**config.mk**
```make
export PLATFORM = sky130hd
export DESIGN_NAME = phoenix_injector
export DESIGN_NICKNAME = d
export VERILOG_FILES = /design/src/rtl/phoenix_injector_pkg.sv /design/src/rtl/phoenix_out_reg.sv /design/src/rtl/phoenix_injector.sv
export SDC_FILE = /design/constraint.sdc
export NUM_CORES = 1
export LEC_CHECK = 0
export ABC_AREA = 1
export CAP_MARGIN = 5
export CORE_MARGIN = 8
export CORE_UTILIZATION = 52
export DETAILED_ROUTE_END_ITERATION = 16
export HOLD_SLACK_MARGIN = 0.05
export PLACE_DENSITY = 0.84
export SLEW_MARGIN = 10
export SYNTH_ARGS = -nofsm -noshare
export SYNTH_HDL_FRONTEND = slang
export SYNTH_SLANG_ARGS = --single-unit
```
**constraint.sdc**
```tcl
create_clock -name clock -period 2.4 [get_ports clock]
set_input_delay 0.24 -clock clock [delete_from_list [all_inputs] [get_ports clock]]
set_output_delay 0.24 -clock clock [all_outputs]
set_load 0.05 [all_outputs]
```
**src/rtl/phoenix_injector_pkg.sv**
```systemverilog
// phoenix_injector_pkg: shared FSM state encoding for the Phoenix injector
package phoenix_injector_pkg;
  typedef enum logic [1:0] {IDLE = 2'd0, SIZE = 2'd1, PAYLOAD = 2'd2} inj_state_t;
endpackage

```
**src/rtl/phoenix_out_reg.sv**
```systemverilog
// phoenix_out_reg: one-entry flit holding register driving tx/data_out under credit flow control
module phoenix_out_reg #(
  parameter int W = 16
) (
  input  logic         clock,
  input  logic         reset,
  input  logic         load,
  input  logic [W-1:0] d,
  input  logic         credit_i,
  output logic         tx,
  output logic [W-1:0] data_out,
  output logic         free
);
  assign free = !tx || credit_i;
  // load a new flit, drop tx once the held flit drains, hold while the receiver is full
  always_ff @(posedge clock)
    if (reset) begin
      tx       <= 1'b0;
      data_out <= '0;
    end else if (load) begin
      tx       <= 1'b1;
      data_out <= d;
    end else if (free) tx <= 1'b0;
endmodule

```
**src/rtl/phoenix_injector.sv**
```systemverilog
// phoenix_injector: Phoenix NoC local-port packet transmitter; PHOENIX_INJ_STATS_EN adds pkt_count
`ifndef TAM_FLIT
`define TAM_FLIT 16
`endif
module phoenix_injector
  import phoenix_injector_pkg::*;
#(
  parameter int FLIT_W = `TAM_FLIT
`ifdef PHOENIX_INJ_STATS_EN
  , parameter int STATS_W = 16
`endif
) (
  input  logic              clock,
  input  logic              reset,
  input  logic              pkt_valid,
  output logic              pkt_ready,
  input  logic [FLIT_W-1:0] pkt_target,
  input  logic [FLIT_W-1:0] pkt_size,
  input  logic              pl_valid,
  output logic              pl_ready,
  input  logic [FLIT_W-1:0] pl_data,
  output logic              clock_tx,
  output logic              tx,
  output logic [FLIT_W-1:0] data_out,
  input  logic              credit_i,
  output logic              busy,
  output logic              size_err
`ifdef PHOENIX_INJ_STATS_EN
  , output logic [STATS_W-1:0] pkt_count
`endif
);
  inj_state_t state, next;
  logic [FLIT_W-1:0] size_q, rem, d;
  logic free, load, acc, pl_hs, size_ld;
  assign clock_tx = clock;
  assign busy = state != IDLE || tx;
  phoenix_out_reg #(.W(FLIT_W)) u_out (
    .clock(clock), .reset(reset), .load(load), .d(d), .credit_i(credit_i),
    .tx(tx), .data_out(data_out), .free(free)
  );
  // handshakes, output-register load select and next state
  always_comb begin
    pkt_ready = state == IDLE && free;
    pl_ready  = state == PAYLOAD && free;
    acc       = pkt_valid && pkt_ready;
    pl_hs     = pl_valid && pl_ready;
    size_ld   = state == SIZE && free;
    load      = (acc && pkt_size != '0) || size_ld || pl_hs;
    d         = state == IDLE ? pkt_target : state == SIZE ? size_q : pl_data;
    next      = acc && pkt_size != '0 ? SIZE : size_ld ? PAYLOAD :
                pl_hs && rem == FLIT_W'(1) ? IDLE : state;
  end
  // state, latched size, remaining payload count and zero-size drop pulse
  always_ff @(posedge clock)
    if (reset) begin
      state    <= IDLE;
      size_q   <= '0;
      rem      <= '0;
      size_err <= 1'b0;
    end else begin
      state    <= next;
      size_err <= acc && pkt_size == '0;
      if (acc) size_q <= pkt_size;
      if (size_ld) rem <= size_q;
      else if (pl_hs) rem <= rem - FLIT_W'(1);
    end
`ifdef PHOENIX_INJ_STATS_EN
  logic last_q;
  // mark the held flit as a packet's last payload and count it when it transfers
  always_ff @(posedge clock)
    if (reset) begin
      last_q    <= 1'b0;
      pkt_count <= '0;
    end else begin
      if (load) last_q <= pl_hs && rem == FLIT_W'(1);
      else if (free) last_q <= 1'b0;
      if (tx && credit_i && last_q) pkt_count <= pkt_count + STATS_W'(1);
    end
`endif
endmodule

```
==> results of run 1 <==
[per-layer routing]
| layer | track usage | wire length (µm) | vias to the layer above |
|---|---|---|---|
| li1 | - | - | 1623 |
| met1 | 0.261 | 3830 | 1508 |
| met2 | 0.357 | 4270 | 157 |
| met3 | 0.0560 | 747 | 6 |
| met4 | 0.0559 | 72 | 0 |
| met5 | 0 | 0 | - |
[cell usage after synthesis]
library cell	number	area, µm²
a21oi_1	45	225
a22oi_1	5	37.5
a2bb2oi_1	1	8.76
a31oi_1	1	6.26
buf_2	9	45.0
buf_4	2	15.0
buf_6	4	45.0
clkbuf_1	8	30.0
dfxtp_1	52	1040
ha_1	2	25.0
inv_1	51	191
inv_2	3	11.3
nand2_1	134	503
nand2_2	3	18.8
nand2_4	1	11.3
nand3_1	63	315
nand3_2	1	10.0
nand3_4	1	17.5
nand4_1	3	18.8
nand4_4	1	21.3
nor2_1	55	206
nor2_4	1	11.3
nor2_8	1	20.0
nor3_1	2	10.0
o211ai_1	2	15.0
o21ai_0	10	50.1
o21bai_1	1	7.51
o22ai_1	1	6.26
or2_2	1	6.26
xor2_1	3	26.3
[cell families after synthesis]
| family | Yosys count | share of synthesized area |
|---|---|---|
| AO/OA/AOI/OAI | 66 | 0.121 |
| buffers and inverters | 77 | 0.114 |
| AND/OR/NAND/NOR | 267 | 0.396 |
| XOR/XNOR | 3 | 0.00889 |
| adder cells (fa/ha/maj) | 2 | 0.00846 |
| flip-flops | 52 | 0.352 |
[cell usage in the layout (no fill, tap or decap)]
cell type          n
o211ai_1           2
clkbuf_8           8
clkinv_2           1
nor2_4             1
or2_2              1
nor3_1             2
nand4_4            1
buf_12             2
a22oi_1            5
dfxtp_1           52
nand3_1           63
buf_4              7
nor2_1            55
inv_1             51
nor2_8             1
nand3_4            1
a21oi_1           45
a31oi_1            1
xor2_1             3
nand3_2            1
a2bb2oi_1          1
nand2_1          134
nand2_4            1
clkbuf_1           1
clkdlybuf4s50_1   71
bufinv_16          1
inv_2              3
nand2_2            3
o21ai_0           10
nand4_1            3
o21bai_1           1
ha_1               2
o22ai_1            1
[report_power, final]
group	internal [mW]	leakage (nW)	switching, mW	total [mW]
logic	0.504	1.22	0.887	1.39
registers	0.980	0.427	0.0845	1.06
clock network	0.444	0.0807	0.371	0.815
total	1.93	1.73	1.34	3.27
[flip-flops by register name, summed over array words and instances (netlist names)]
register,cells
state,2
u_out.data_out,16
size_err,1
u_out.tx,1
rem,16
size_q,16
[critical path, delay by kind of cell]
family,cells,cell delay (ps)
buffers and inverters,3,920
[final timing paths]
path	from	to	slack, ps	cells after the start
worst min register to register	state[0]	state[0]	480	2
worst max-delay path	clock	clock_tx	50	3
worst min-delay path	pkt_size[15]	size_q[15]	440	3
worst max register to register	state[1]	u_out.data_out[12]	620	8
[cell type report]
class	instances	area, µm²	area share
Timing Repair Buffer	79	793	0.205
Clock buffer	10	124	0.0321
Sequential cell	52	1040	0.269
Inverter	54	203	0.0525
Tap cell	72	90.1	0.0233
Clock inverter	2	35.0	0.00907
Multi-Input combinational cell	338	1580	0.408
[stage by stage]
step           instance area (µm²)  instances  hold WS (ps)  utilization  power, mW
4_1_cts                       3860        607           440        0.702       3.27
2_1_floorplan                 2960        467           404            -       2.15
6_report                      3860        607           440        0.702       3.27
3_3_place_gp                  3710        596           454        0.675       2.52
5_1_grt                       3860        607           440        0.702       3.48
3_5_place_dp                  3710        596           468        0.675       2.56
==> impl_metrics.tcl, run 1 <==
set metrics [dict create \
    status "complete, no violations" \
    wl_per_cell_um 14.7 \
    vias_per_cell 5.43 \
    tns_ps 0 \
    avgSynthCellArea_um2 6.33 \
    cts_tree "done" \
    yosysSeqAreaShare 0.352 \
    yosysWarnings 0 \
    cts_hold_buf 0 \
    ys_seq_elements 52 \
    crit_arrival_ps 2110 \
    nNetsFinal 589 \
    place_ws_ps 288 \
    grt_usage 0.213 \
    slew_headroom 0.532 \
    dpl.hpwl_um 6750 \
    antenna_found_initial 0 \
    start_kind "clock port" \
    grt_overflow 0 \
    grt_pass1_wl_um 14900 \
    port_buffers 74 \
    die_h_um 91.4 \
    grt_max_degree 35 \
    rsz0062_at_grt "no" \
    dieArea_mm2 0.00835 \
    crit_type "clk2out" \
    syn_nets 522 \
    rows 27 \
    required_ps 2160 \
    clk_latency_ps 410 \
    leakage_nw 1.73 \
    drv_slew 0 \
    place_congestion 0.854 \
    syn_area_mm2 0.00296 \
    die_w_um 91.4 \
    finalHoldViolations 0 \
    start_util 0.537 \
    cts_resized 0 \
    fin_worst_skew_ps 7.49 \
    area_growth_pct 30.7 \
    yosysUniqueCellTypes 30 \
    crit_path_top_delay_cell "clkdlybuf4s50_1" \
    num_vias 3294 \
    worst_pin_slew_ps 702 \
    nFillCells 479 \
    worst_hold_path_type "in2reg" \
    power_density_mw_per_mm2 846 \
    max_stage_delay_ps 690 \
    drive_above_1_share 0.0598 \
    postRouteAntennaNets 0 \
    cts_setup_buffers 0 \
    drtIter0Drc 281 \
    coreArea_mm2 0.00551 \
    peakVddDrop_mv 0.825 \
    drt-total-wl_um 8930 \
    drtPass1Iterations 5 \
    setup_ws_ps 45.1 \
    worstSetupEndpointType "primary output" \
    ios 75 \
    clk_pin_slew_worst_paths_ps 90 \
    setup_viol 0 \
    antenna-diode-count 0 \
    drc 0 \
    crit_path_max_fanout 2 \
    grt_pass1_vias 3079 \
    cap_violations 0 \
    worstPathCellList "clkbuf_8, clkbuf_8, clkdlybuf4s50_1" \
    critPathMostFrequentCell "clkbuf_8" \
    synthCells 467 \
]
Note: power is estimated with default switching activity, not from simulation.
==> inputs of run 2 (changes only) <==
GPL_ROUTABILITY_DRIVEN = 0   (was unset)
==> impl_metrics.tcl, run 2 (synthesized netlist as in run 1, its figures left out) <==
set metrics [dict create \
    place_ws_ps 288 \
    clk_latency_ps 400 \
    power_frac_seq 0.318 \
    grt_usage 0.207 \
    leakage_nw 1.74 \
    drtIter0Drc 276 \
    final_common_cell "nand2_1" \
    worstRegToRegCells 9 \
    postRouteAntennaNets 0 \
    antenna_found_initial 0 \
    grt_max_degree 35 \
    drt-met1-wl_um 3820 \
    area_growth_pct 31.6 \
    crit_path_max_fanout 2 \
    rrSetupSlack_ps 670 \
    die_w_um 91.4 \
    finalHoldViolations 0 \
    startpoint "clock" \
    crit_arrival_ps 2120 \
    layout_common_cells "134 x nand2_1, 71 x clkdlybuf4s50_1, 63 x nand3_1" \
    crit_path_top_delay_cell "clkdlybuf4s50_1" \
    drv_slew 0 \
    pwr-share-clk 0.265 \
    ios 75 \
    layoutNonFillerInstCount 608 \
    grt_pass1_vias 3010 \
    routed.top_layer "met4" \
    met3WireLength_um 608 \
    setup_ws_ps 41.9 \
    dieArea_mm2 0.00835 \
    critPathMostFrequentCell "clkbuf_8" \
    intPower_mw 1.99 \
    fin_worst_skew_ps 7.08 \
    drt-total-wl_um 8750 \
    pwr-share-comb 0.417 \
    dr_wl_met2_um 4210 \
    start_kind "clock port" \
    peakVddDrop_mv 0.700 \
    r2r-end "rem[12]" \
    cts_resized 0 \
    nNetsFinal 590 \
    nFillCells 480 \
    crit_end "clock_tx" \
    num_vias 3240 \
    drc 0 \
    antenna-diode-count 0 \
    max_stage_delay_ps 690 \
    die_h_um 91.4 \
    cts_hold_buf 0 \
    start_util 0.537 \
    cts_setup_buffers 0 \
    cap_violations 0 \
    wl_per_cell_um 14.4 \
    worstPathCellList "clkbuf_8, clkbuf_8, clkdlybuf4s50_1" \
    rows 27 \
    power_density_mw_per_mm2 857 \
    worst_pin_slew_ps 688 \
    worstSetupEndpointType "primary output" \
    coreArea_mm2 0.00551 \
    r2r-start "rem[0]" \
    required_ps 2160 \
    postLayoutCoreUtil 0.706 \
    port_buffers 74 \
    power_mw 3.33 \
    cts_tree "done" \
    placed_cells 597 \
    clk_pin_slew_worst_paths_ps 90 \
    setup_viol 0 \
    grt_overflow 0 \
    dpl.hpwl_um 6590 \
    worst_hold_path_type "in2reg" \
    tns_ps 0 \
    vias_per_cell 5.33 \
    power.switching_mw 1.34 \
    status "complete, no violations" \
    reg_top3 "rem: 16 flops, size_q: 16 flops, u_out.data_out: 16 flops" \
    drive_above_1_share 0.0634 \
    crit_type "clk2out" \
    rsz0062_at_grt "no" \
    p_sw_frac 0.403 \
    slew_headroom 0.541 \
    drtPass1Iterations 7 \
    grt_pass1_wl_um 14400 \
]
run 2: changes by cell type in the layout (fill, tap and decap cells not counted), sizes merged:
cell	before	now
clkbuf	9	10
clkinv	1	0
buf	9	10
run 2: area by class of cell:
type	count	area [µm²]	area share
clock buffers	11	148	0.0380
clock inverters	1	30.0	0.00772
inverters	54	203	0.0521
multi-input cells	338	1580	0.406
flip-flops and latches	52	1040	0.268
well taps	72	90.1	0.0232
repair buffers	80	801	0.206
run 2: metal layers:
| layer | vias up | global-route usage |
|---|---|---|
| li1 | 1629 | - |
| met1 | 1479 | 0.265 |
| met2 | 120 | 0.334 |
| met3 | 12 | 0.0469 |
| met4 | 0 | 0.0641 |
| met5 | - | 0 |
run 2: how the worst min path moves through the flow:
stage               slack (ps)         end  cells after the start         start
global route               450   size_q[2]                      3   pkt_size[2]
finish                     450  size_q[15]                      3  pkt_size[15]
detailed placement         470      rem[1]                      2        rem[1]
floorplan                  400   size_q[0]                      2   pkt_size[0]
global placement           450      rem[1]                      2        rem[1]
CTS                        440  size_q[15]                      3  pkt_size[15]
run 2: power by group through the flow:
stage	Combinational, mW	Clock [mW]	Sequential, mW
2_1_floorplan	0.781	0.0898	1.27
3_3_place_gp	1.35	0.0961	1.07
3_5_place_dp	1.38	0.0961	1.08
4_1_cts	1.39	0.893	1.06
5_1_grt	1.52	0.938	1.08
6_report	1.39	0.881	1.06
run 2: metrics by stage:
stage               area [µm²]  hold WS (ps)
detailed placement        3720           469
global route              3890           449
floorplan                 2960           404
finish                    3890           451
global placement          3720           452
CTS                       3890           442
run 2: critical path: cells and delay by family:
family                 cells  cell delay (ps)
buffers and inverters      3              920
